File: config.mk
export PLATFORM = sky130hd
export DESIGN_NAME = piano_key_encoder
export DESIGN_NICKNAME = d
export VERILOG_FILES = /design/src/rtl/piano_key_encoder.sv
export SDC_FILE = /design/constraint.sdc
export NUM_CORES = 1
export LEC_CHECK = 0
export CAP_MARGIN = 10
export CELL_PAD_IN_SITES_DETAIL_PLACEMENT = 0
export CELL_PAD_IN_SITES_GLOBAL_PLACEMENT = 1
export CORE_MARGIN = 2
export CORE_UTILIZATION = 43
export CTS_CLUSTER_SIZE = 30
export DETAILED_ROUTE_END_ITERATION = 8
export PLACE_DENSITY_LB_ADDON = 0.1
export SLEW_MARGIN = 20
export SYNTH_ARGS = -nofsm -noshare
export SYNTH_HDL_FRONTEND = slang
export SYNTH_SLANG_ARGS = --single-unit
File: constraint.sdc
create_clock -name clk -period 10 [get_ports clk]
set_input_delay 1 -clock clk [delete_from_list [all_inputs] [get_ports clk]]
set_output_delay 1 -clock clk [all_outputs]
set_load 0.03 [all_outputs]
File: src/rtl/piano_key_encoder.sv
// Piano key encoder: synchronises and debounces each push-button, picks the
// lowest held key and presents it to the tone generator as a registered note
// index, a note_on gate and a one-cycle note_change pulse.
//
// state | meaning
// IDLE  | no debounced key held, note_on = 0, note keeps last value
// PLAY  | at least one debounced key held, note = lowest held key
module piano_key_encoder #(
   parameter int DEBOUNCE_CYCLES = 1_000_000,
   parameter int NUM_KEYS        = 8
) (
   input  logic                clk,
   input  logic                rst,
   input  logic [NUM_KEYS-1:0] keys,
   output logic [2:0]          note,
   output logic                note_on,
   output logic                note_change
);

   localparam logic [23:0] CNT_MAX = 24'(DEBOUNCE_CYCLES - 1);

   typedef enum logic {IDLE = 1'b0, PLAY = 1'b1} state_t;

   logic [NUM_KEYS-1:0] sync1;
   logic [NUM_KEYS-1:0] sync2;
   logic [NUM_KEYS-1:0] stab;
   logic [23:0]         cnt [NUM_KEYS];

   logic [7:0] pri;
   logic [2:0] win;
   logic       any;

   state_t     state, state_n;
   logic [2:0] note_n;
   logic       chg_n;

   // Two-flop synchroniser on every raw key level
   always_ff @(posedge clk or posedge rst) begin
      if (rst) begin
         sync1 <= '0;
         sync2 <= '0;
      end else begin
         sync1 <= keys;
         sync2 <= sync1;
      end
   end

   // Per-key debounce: stab follows sync only after DEBOUNCE_CYCLES of disagreement
   always_ff @(posedge clk or posedge rst) begin
      if (rst) begin
         stab <= '0;
         for (int i = 0; i < NUM_KEYS; i++) cnt[i] <= '0;
      end else begin
         for (int i = 0; i < NUM_KEYS; i++) begin
            if (sync2[i] == stab[i]) begin
               cnt[i] <= '0;
            end else if (cnt[i] == CNT_MAX) begin
               stab[i] <= sync2[i];
               cnt[i]  <= '0;
            end else begin
               cnt[i] <= cnt[i] + 24'd1;
            end
         end
      end
   end

   // Lowest-index priority over the debounced keys; unused upper inputs read as 0
   always_comb begin
      pri              = '0;
      pri[NUM_KEYS-1:0] = stab;
      any              = |pri;
      win              = '0;
      for (int i = 7; i >= 0; i--) begin
         if (pri[i]) win = 3'(i);
      end
   end

   // Output FSM state and registered outputs
   always_ff @(posedge clk or posedge rst) begin
      if (rst) begin
         state       <= IDLE;
         note        <= '0;
         note_change <= 1'b0;
      end else begin
         state       <= state_n;
         note        <= note_n;
         note_change <= chg_n;
      end
   end

   // Next-state, next-note and change-pulse decode from current debounced keys
   always_comb begin
      state_n = state;
      note_n  = note;
      chg_n   = 1'b0;
      case (state)
         IDLE: begin
            if (any) begin
               state_n = PLAY;
               note_n  = win;
               chg_n   = 1'b1;
            end
         end
         PLAY: begin
            if (!any) begin
               state_n = IDLE;
               chg_n   = 1'b1;
            end else if (win != note) begin
               note_n = win;
               chg_n  = 1'b1;
            end
         end
         default: state_n = IDLE;
      endcase
   end

   assign note_on = (state == PLAY);

endmodule

* Word-level counts from Yosys, hierarchy flattened *
Cells that the tools add are included.
Widths: inputs -> output; s select.

operators by class
  add/subtract/negate cells = 8
  equal/unequal tests = 20
  reductions and logical operators = 10
  bitwise logic cells = 9
  multiplexer cells = 32

operator list
  kind                   count
  $mux 24                16
  $add 24x1->24 const B  8
  $eq 24x20->1 const B   8
  $mux 3                 11
  $reduce_and 2->1       8
  $not 1->1              9
  $eq 1x1->1             8
  $reduce_or 8->1        1
  $pmux 3 s2             1
  $ne 2x2->1 const B     2
  $mux 1                 3
  $ne 3x3->1             1
  $reduce_and 3->1       1
  $ne 2x1->1 const B     1
  $pmux 1 s2             1

storage, ports and cells
  logic and storage cells = 100
  flip-flop bits (word level) = 221
  output and inout port bits = 5

* Depth between registers and ports, before layout *
Gate-level depths: netlist (run 1).

  depth in word-level cells = 12
  depth in mapped cells = 7
  mapped depth without buffers = 6

* Worst setup path after synthesis (run 1) *
OpenSTA, ideal clock, no wires.

  path type = reg-to-reg
  from = reg cnt[183] (netlist name)
  to = reg cnt[174] (netlist name)
  period minus slack after synthesis = 1714 ps
  required time = 9881 ps
  setup slack = 8286 ps
  stages on the path, launching flop included = 7
  arrival = 1595 ps
  buffers on the path = 2
  setup time = 119 ps
  cells stage by stage = dfrtp_1 or4_1 nor4_2 or2_1 buf_6 buf_12 nor2_1

on the way
  word-level cells in the longest chain between the ends = 3

ends and longest elaborated chain
  what                             line  text
  start, declared                  27    logic [23:0] cnt [NUM_KEYS];
  start signal, assigned by index  61    cnt[i] <= cnt[i] + 24'd1;
  $eq 24x20->1                     57    end else if (cnt[i] == CNT_MAX) begin
  $mux 24                          57
  $mux 24                          55    if (sync2[i] == stab[i]) begin

Every way passes these cells.
A chain may end at the register's enable or synchronous reset.

* Worst setup path in the final report (run 1) *
  from = reg note[1]
  to = out note[1]

RTL lines
  what                    line  text
  start, declared         15    output logic [2:0] note,
  start signal, assigned  86    note <= note_n;

No word-level cell between the ends.

==> out/metrics.yaml, run 1 <==
die:
  die_h_um: 160.9
  die-area_mm2: 0.02588
  core_mm2: 0.02425
  fp-row-count: 57
  fp.dieW_um: 160.9
  pin_count: 15
  initial_utilization: 0.4365
synthesis:
  synth-xor-area-share: 0.1539
  synth_seq_cells: 221
  synthCells: 1031
  synth-compound-area-share: 0.006502
  synth_top_area_cell: "dfrtp_1"
  syn_avg_cell_area_um2: 10.27
  syn-cell-area_mm2: 0.01058
  synthMuxAreaShare: 0.007448
  synth_top_family_by_area: "simple AND/OR/NAND/NOR gates"
  yosys.area_share.simple: 0.2718
  ys_warn_count: 0
  synth_fp_nets: 1049
  yosys.area.top_type_share: 0.5225
  synthAdderAreaFrac: 0.009457
  synthDistinctLibCells: 42
  synth.area.top_cells: "dfrtp_1, xor2_1, nor2_1, xnor2_1, nand3_1"
  yosysSeqAreaShare: 0.5225
clock_network:
  clock_sinks: 221
  max-clock-path-buffers: 3
  htreeDepth: 1
  insertion_delay_ns: 0.52
  tritoncts: "done"
  hold_buffers: 0
  clk_pin_slew_ns: 0.05
  cts_root_buf: "clkbuf_16"
  post_cts_buffers: 0
  numCtsBuffers: 26
  cts_resized: 0
worst_setup_path:
  startpoint_type: "register"
  worstPathRequired_ns: 9.00
  crit_type: "reg -> out"
  cpLargestDelayFamily: "buffers and inverters"
  ff2ff_path_depth: 5
  endpoint_kind: "output port"
  crit_fanout: 3
  critPathBufInv: 1
  slowest_stage: "clkdlybuf4s50_1"
  crit_chain: "clkdlybuf4s50_1"
  critical_path_depth: 1
  crit_path_max_incr_delay_ns: 0.79
  crit_arrival_ns: 1.72
sta:
  finClkSkew_ns: 0.007594
  relSlewSlack: 0.3940
  fmax_mhz: 367.3
  finalHoldViolCount: 0
  rsz0062_at_grt: "false"
  setup_tns_ns: 0
  setup_viol: 0
  finalCritPeriodShare: 0.2723
  finalMaxSlewViolations: 0
  worstMarginPinSlew_ns: 0.9090
  fin_crit_ns: 2.723
layout:
  layout_common_cells: "nor2_1, dfrtp_1, xor2_1, nand3_1, xnor2_1"
  design_area_mm2: 0.01174
  layout-drive-gt1-share: 0.06792
  finalNetCount: 1062
  area_growth_pct: 10.96
  final_common_cell: "nor2_1"
  final_util: 0.4843
  antenna_cells: 0
worst_hold_path:
  min_path_cells: 0
  hold_path.class: "reg -> reg"
grt:
  grt_pass1_vias: 7025
  antenna_found_initial: 0
  overflow: 0
  grt_pass1_wl_um: 34280
  grt_max_degree: 150
  grt_usage: 0.1555
detailed_routing:
  drtAntennaViolNets: 0
  post_drt_wl_per_cell_um: 13.86
  via_per_inst: 5.034
  routed_wl_um: 19180
  vias: 6967
  first_pass_iters: 4
  drtIter0Drc: 344
  drc: 0
place:
  dp_hpwl_um: 12040
  place.gp.congestion: 0.7286
  place_area_mm2: 0.01092
  portBuffers: 14
run:
  maxCapViolCount: 0
pwr:
  p_leak_nw: 5.178
  power.density_mw_per_mm2: 159.5
  peakVddDrop_mv: 0.1277
outcome:
  outcome: "finished, final reports clean"
==> through the flow <==
stage	power, mW	worst slack, ns	hold WS, ns	std cells
6_report	1.873	7.277	0.3437	1384
5_1_grt	1.956	7.151	0.3478	1384
4_1_cts	1.909	7.184	0.3477	1384
3_3_place_gp	0.9864	6.627	0.3328	1340
2_1_floorplan	0.9746	2.951	0.3312	1031
3_5_place_dp	0.9865	6.624	0.3355	1340
==> final cells by class <==
type	count	area, µm²
clock buffer	40	774.5
clock inverter	4	45.04
fill	2333	12500
inverter	18	80.08
multi-input combinational	761	4753
sequential	221	5530
tap	324	405.4
timing repair buffer	16	155.1
==> routing by layer <==
layer | vias to the layer above | routed length (µm) | track usage
met5 | - | 0 | 0
met4 | 0 | 357 | 0.03328
met3 | 28 | 572 | 0.02763
met2 | 64 | 8572 | 0.2440
met1 | 3353 | 9676 | 0.2271
li1 | 3522 | - | -
==> power breakdown <==
group	internal (mW)	leakage, nW	switching, mW	total [mW]
clock	0.552	0.404	0.353	0.905
sequential	0.906	3.03	0.0111	0.917
combinational	0.0133	1.74	0.0375	0.0508
==> cells by family after synthesis <==
kind of cell               after synthesis
and+or+nand+nor                        549
muxes                                    7
xor gates and xnor gates               186
adders and majority gates                8
buffers and inverters                   49
DFF                                    221
AOI/OAI and AO/OA                       11
==> worst register-to-register path: cells and delay by family (launching register included) <==
family / cells / cell delay (ns)
flops: 1 / 0.43
simple gates: 5 / 1.73
==> synth_stat cells (all sizes together) <==
cell and count:
nor2 228, dfrtp 221, xor2 127, nand3 86
xnor2 59, nand2 55, nand4 53, and3 29
buf 24, nor4 24, and4 19, nor3 19
inv 18, nor4b 12, or2 11, ha 8
clkbuf 7, mux2 7, o21ai 5, and2 3
nor2b 3, or4b 3, a21oi 2, nor3b 2
or4 2, a31o 1, o21a 1, o31ai 1
o32a 1
==> registers in the layout (all words and copies together), names as in the netlist <==
name         flops
cnt            192
note             3
note_change      1
note_on          1
pri              8
sync1            8
sync2            8
==> path summary, 6_finish.rpt <==
check	start	end	slack, ns
worst max-delay path	note[1]$_DFFE_PP0P_	note[1]	7.28
worst min-delay path	sync1[0]$_DFF_PP0_	sync2[0]$_DFF_PP0_	0.34
worst max register to register	cnt[156]$_DFF_PP0_	cnt[165]$_DFF_PP0_	7.69
worst min register to register	sync1[0]$_DFF_PP0_	sync2[0]$_DFF_PP0_	0.34
max in group asynchronous	rst	cnt[17]$_DFF_PP0_	7.50
min in group asynchronous	rst	cnt[50]$_DFF_PP0_	1.02
Note: power is estimated with default switching activity, not from simulation.
==> inputs of run 2 (changes only) <==
==> constraint.sdc (replaced) <==
create_clock -name clk -period 2.3 [get_ports clk]
set_input_delay 0.23 -clock clk [delete_from_list [all_inputs] [get_ports clk]]
set_output_delay 0.23 -clock clk [all_outputs]
set_load 0.03 [all_outputs]
==> out/metrics.yaml, run 2 (synthesized netlist as in run 1, its figures left out) <==
sta:
  rsz0062_at_grt: "false"
  finalCritPeriodShare: 0.8643
  relSlewSlack: 0.6462
  finalMaxSlewViolations: 0
  worstMarginPinSlew_ns: 0.5266
  finClkSkew_ns: 0.007223
  fin_crit_ns: 1.988
  setup_ws_ns: 0.3120
  setup_viol: 0
  finalHoldViolCount: 0
  fmax_mhz: 503.0
clock_network:
  clock_sinks: 221
  post_cts_buffers: 0
  max-clock-path-buffers: 3
  numCtsBuffers: 26
  cts_root_buf: "clkbuf_16"
  insertion_delay_ns: 0.52
  cts_resized: 0
  clk_pin_slew_ns: 0.06
  hold_buffers: 0
  htreeDepth: 1
  tritoncts: "done"
grt:
  grt_pass1_wl_um: 34450
  grt_max_degree: 67
  grt_usage: 0.1577
  grt_pass1_vias: 7045
  overflow: 0
  antenna_found_initial: 0
worst_setup_path:
  worstPathRequired_ns: 2.68
  slowest_stage: "or4b_1"
  crit_chain: "or4b_1, nor3_1, or2_2, nor2_1"
  crit_fanout: 24
  ff2ff_path_depth: 4
  crit_path_max_incr_delay_ns: 0.53
  endpoint_kind: "register"
  startpoint_type: "register"
  crit_arrival_ns: 2.37
  crit_type: "reg -> reg"
run:
  maxCapViolCount: 0
layout:
  fillerInstances: 2283
  antenna_cells: 0
  layout-drive-gt1-share: 0.07951
  final_util: 0.4886
  design_area_mm2: 0.01185
  final_common_cell: "nor2_1"
  layout_common_cells: "nor2_1, dfrtp_1, xor2_1, nand3_1, xnor2_1"
  area_growth_pct: 11.95
  finalNetCount: 1072
  largest_reg_flops: 192
  top_register: "cnt"
detailed_routing:
  first_pass_iters: 4
  via_per_inst: 5.031
  routed_wl_um: 19590
  drtIter0Drc: 367
  post_drt_wl_per_cell_um: 14.06
  vias: 7008
  drtAntennaViolNets: 0
  drc: 0
pwr:
  power.density_mw_per_mm2: 687.5
  peakVddDrop_mv: 0.4309
  p_leak_nw: 5.241
place:
  portBuffers: 14
  place_ws_ns: 0.3071
  place_area_mm2: 0.01103
  dp_hpwl_um: 12770
  place.gp.congestion: 0.7310
die:
  pin_count: 15
  die-area_mm2: 0.02588
  core_mm2: 0.02425
  fp.dieW_um: 160.9
  die_h_um: 160.9
  initial_utilization: 0.4365
  fp-row-count: 57
worst_hold_path:
  hold_path.class: "in -> async"
outcome:
  outcome: "finished, final reports clean"
run 2: cell count changes in the layout (fill, tap and decap cells not counted), moves of 3 or more:
cell and change:
clkbuf_1 -4, buf_4 +7, clkbuf_8 +3, buf_12 +3
run 2: critical path: cells and delay by family (launching register included):
kind             cells  cell delay (ns)
AND/OR/NAND/NOR      4             1.46
flip-flops           1             0.40
run 2: layout make-up:
cell class,count,area [µm²],area share
tap,324,405.4,0.03421
timing repair buffer,26,267.8,0.02260
sequential,221,5530,0.4667
multi-input combinational,761,4753,0.4012
clock inverter,4,20.02,0.001690
clock buffer,39,800.8,0.06758
inverter,18,71.32,0.006019
run 2: power breakdown:
group | switching (mW) | internal, mW | leakage (nW)
clock network | 1.55 | 2.37 | 0.411
logic | 0.167 | 0.0733 | 1.80
registers | 0.0491 | 3.94 | 3.03
total | 1.76 | 6.38 | 5.24
run 2: worst paths after layout:
kind	start	endpoint	slack (ns)
max	cnt[117]$_DFF_PP0_	cnt[115]$_DFF_PP0_	0.31
min	rst	pri[5]$_DFFE_PP0P_	0.05
max reg2reg	cnt[117]$_DFF_PP0_	cnt[115]$_DFF_PP0_	0.31
min reg2reg	sync1[5]$_DFF_PP0_	sync2[5]$_DFF_PP0_	0.34
max in group asynchronous	rst	sync2[3]$_DFF_PP0_	1.55
min in group clk	keys[7]	sync1[7]$_DFF_PP0_	0.15
run 2: metrics by stage:
step                      setup TNS (ns)  power [mW]  cells  hold WS [ns]
after floorplan                  -179.47       4.238   1031        0.2614
final                                  0       8.146   1393       0.05209
after global placement                 0       4.308   1350        0.3334
after CTS                              0       8.319   1393       0.03210
after detailed placement               0       4.308   1350        0.3347
after global routing                   0       8.507   1393       0.05870
run 2: routing by layer:
metal  vias to the layer above  wire length, µm  track usage
li1                       3537                -            -
met1                      3380             9978       0.2298
met2                        64             8610       0.2470
met3                        27              721      0.02763
met4                         0              280      0.03653
met5                         -                0            0
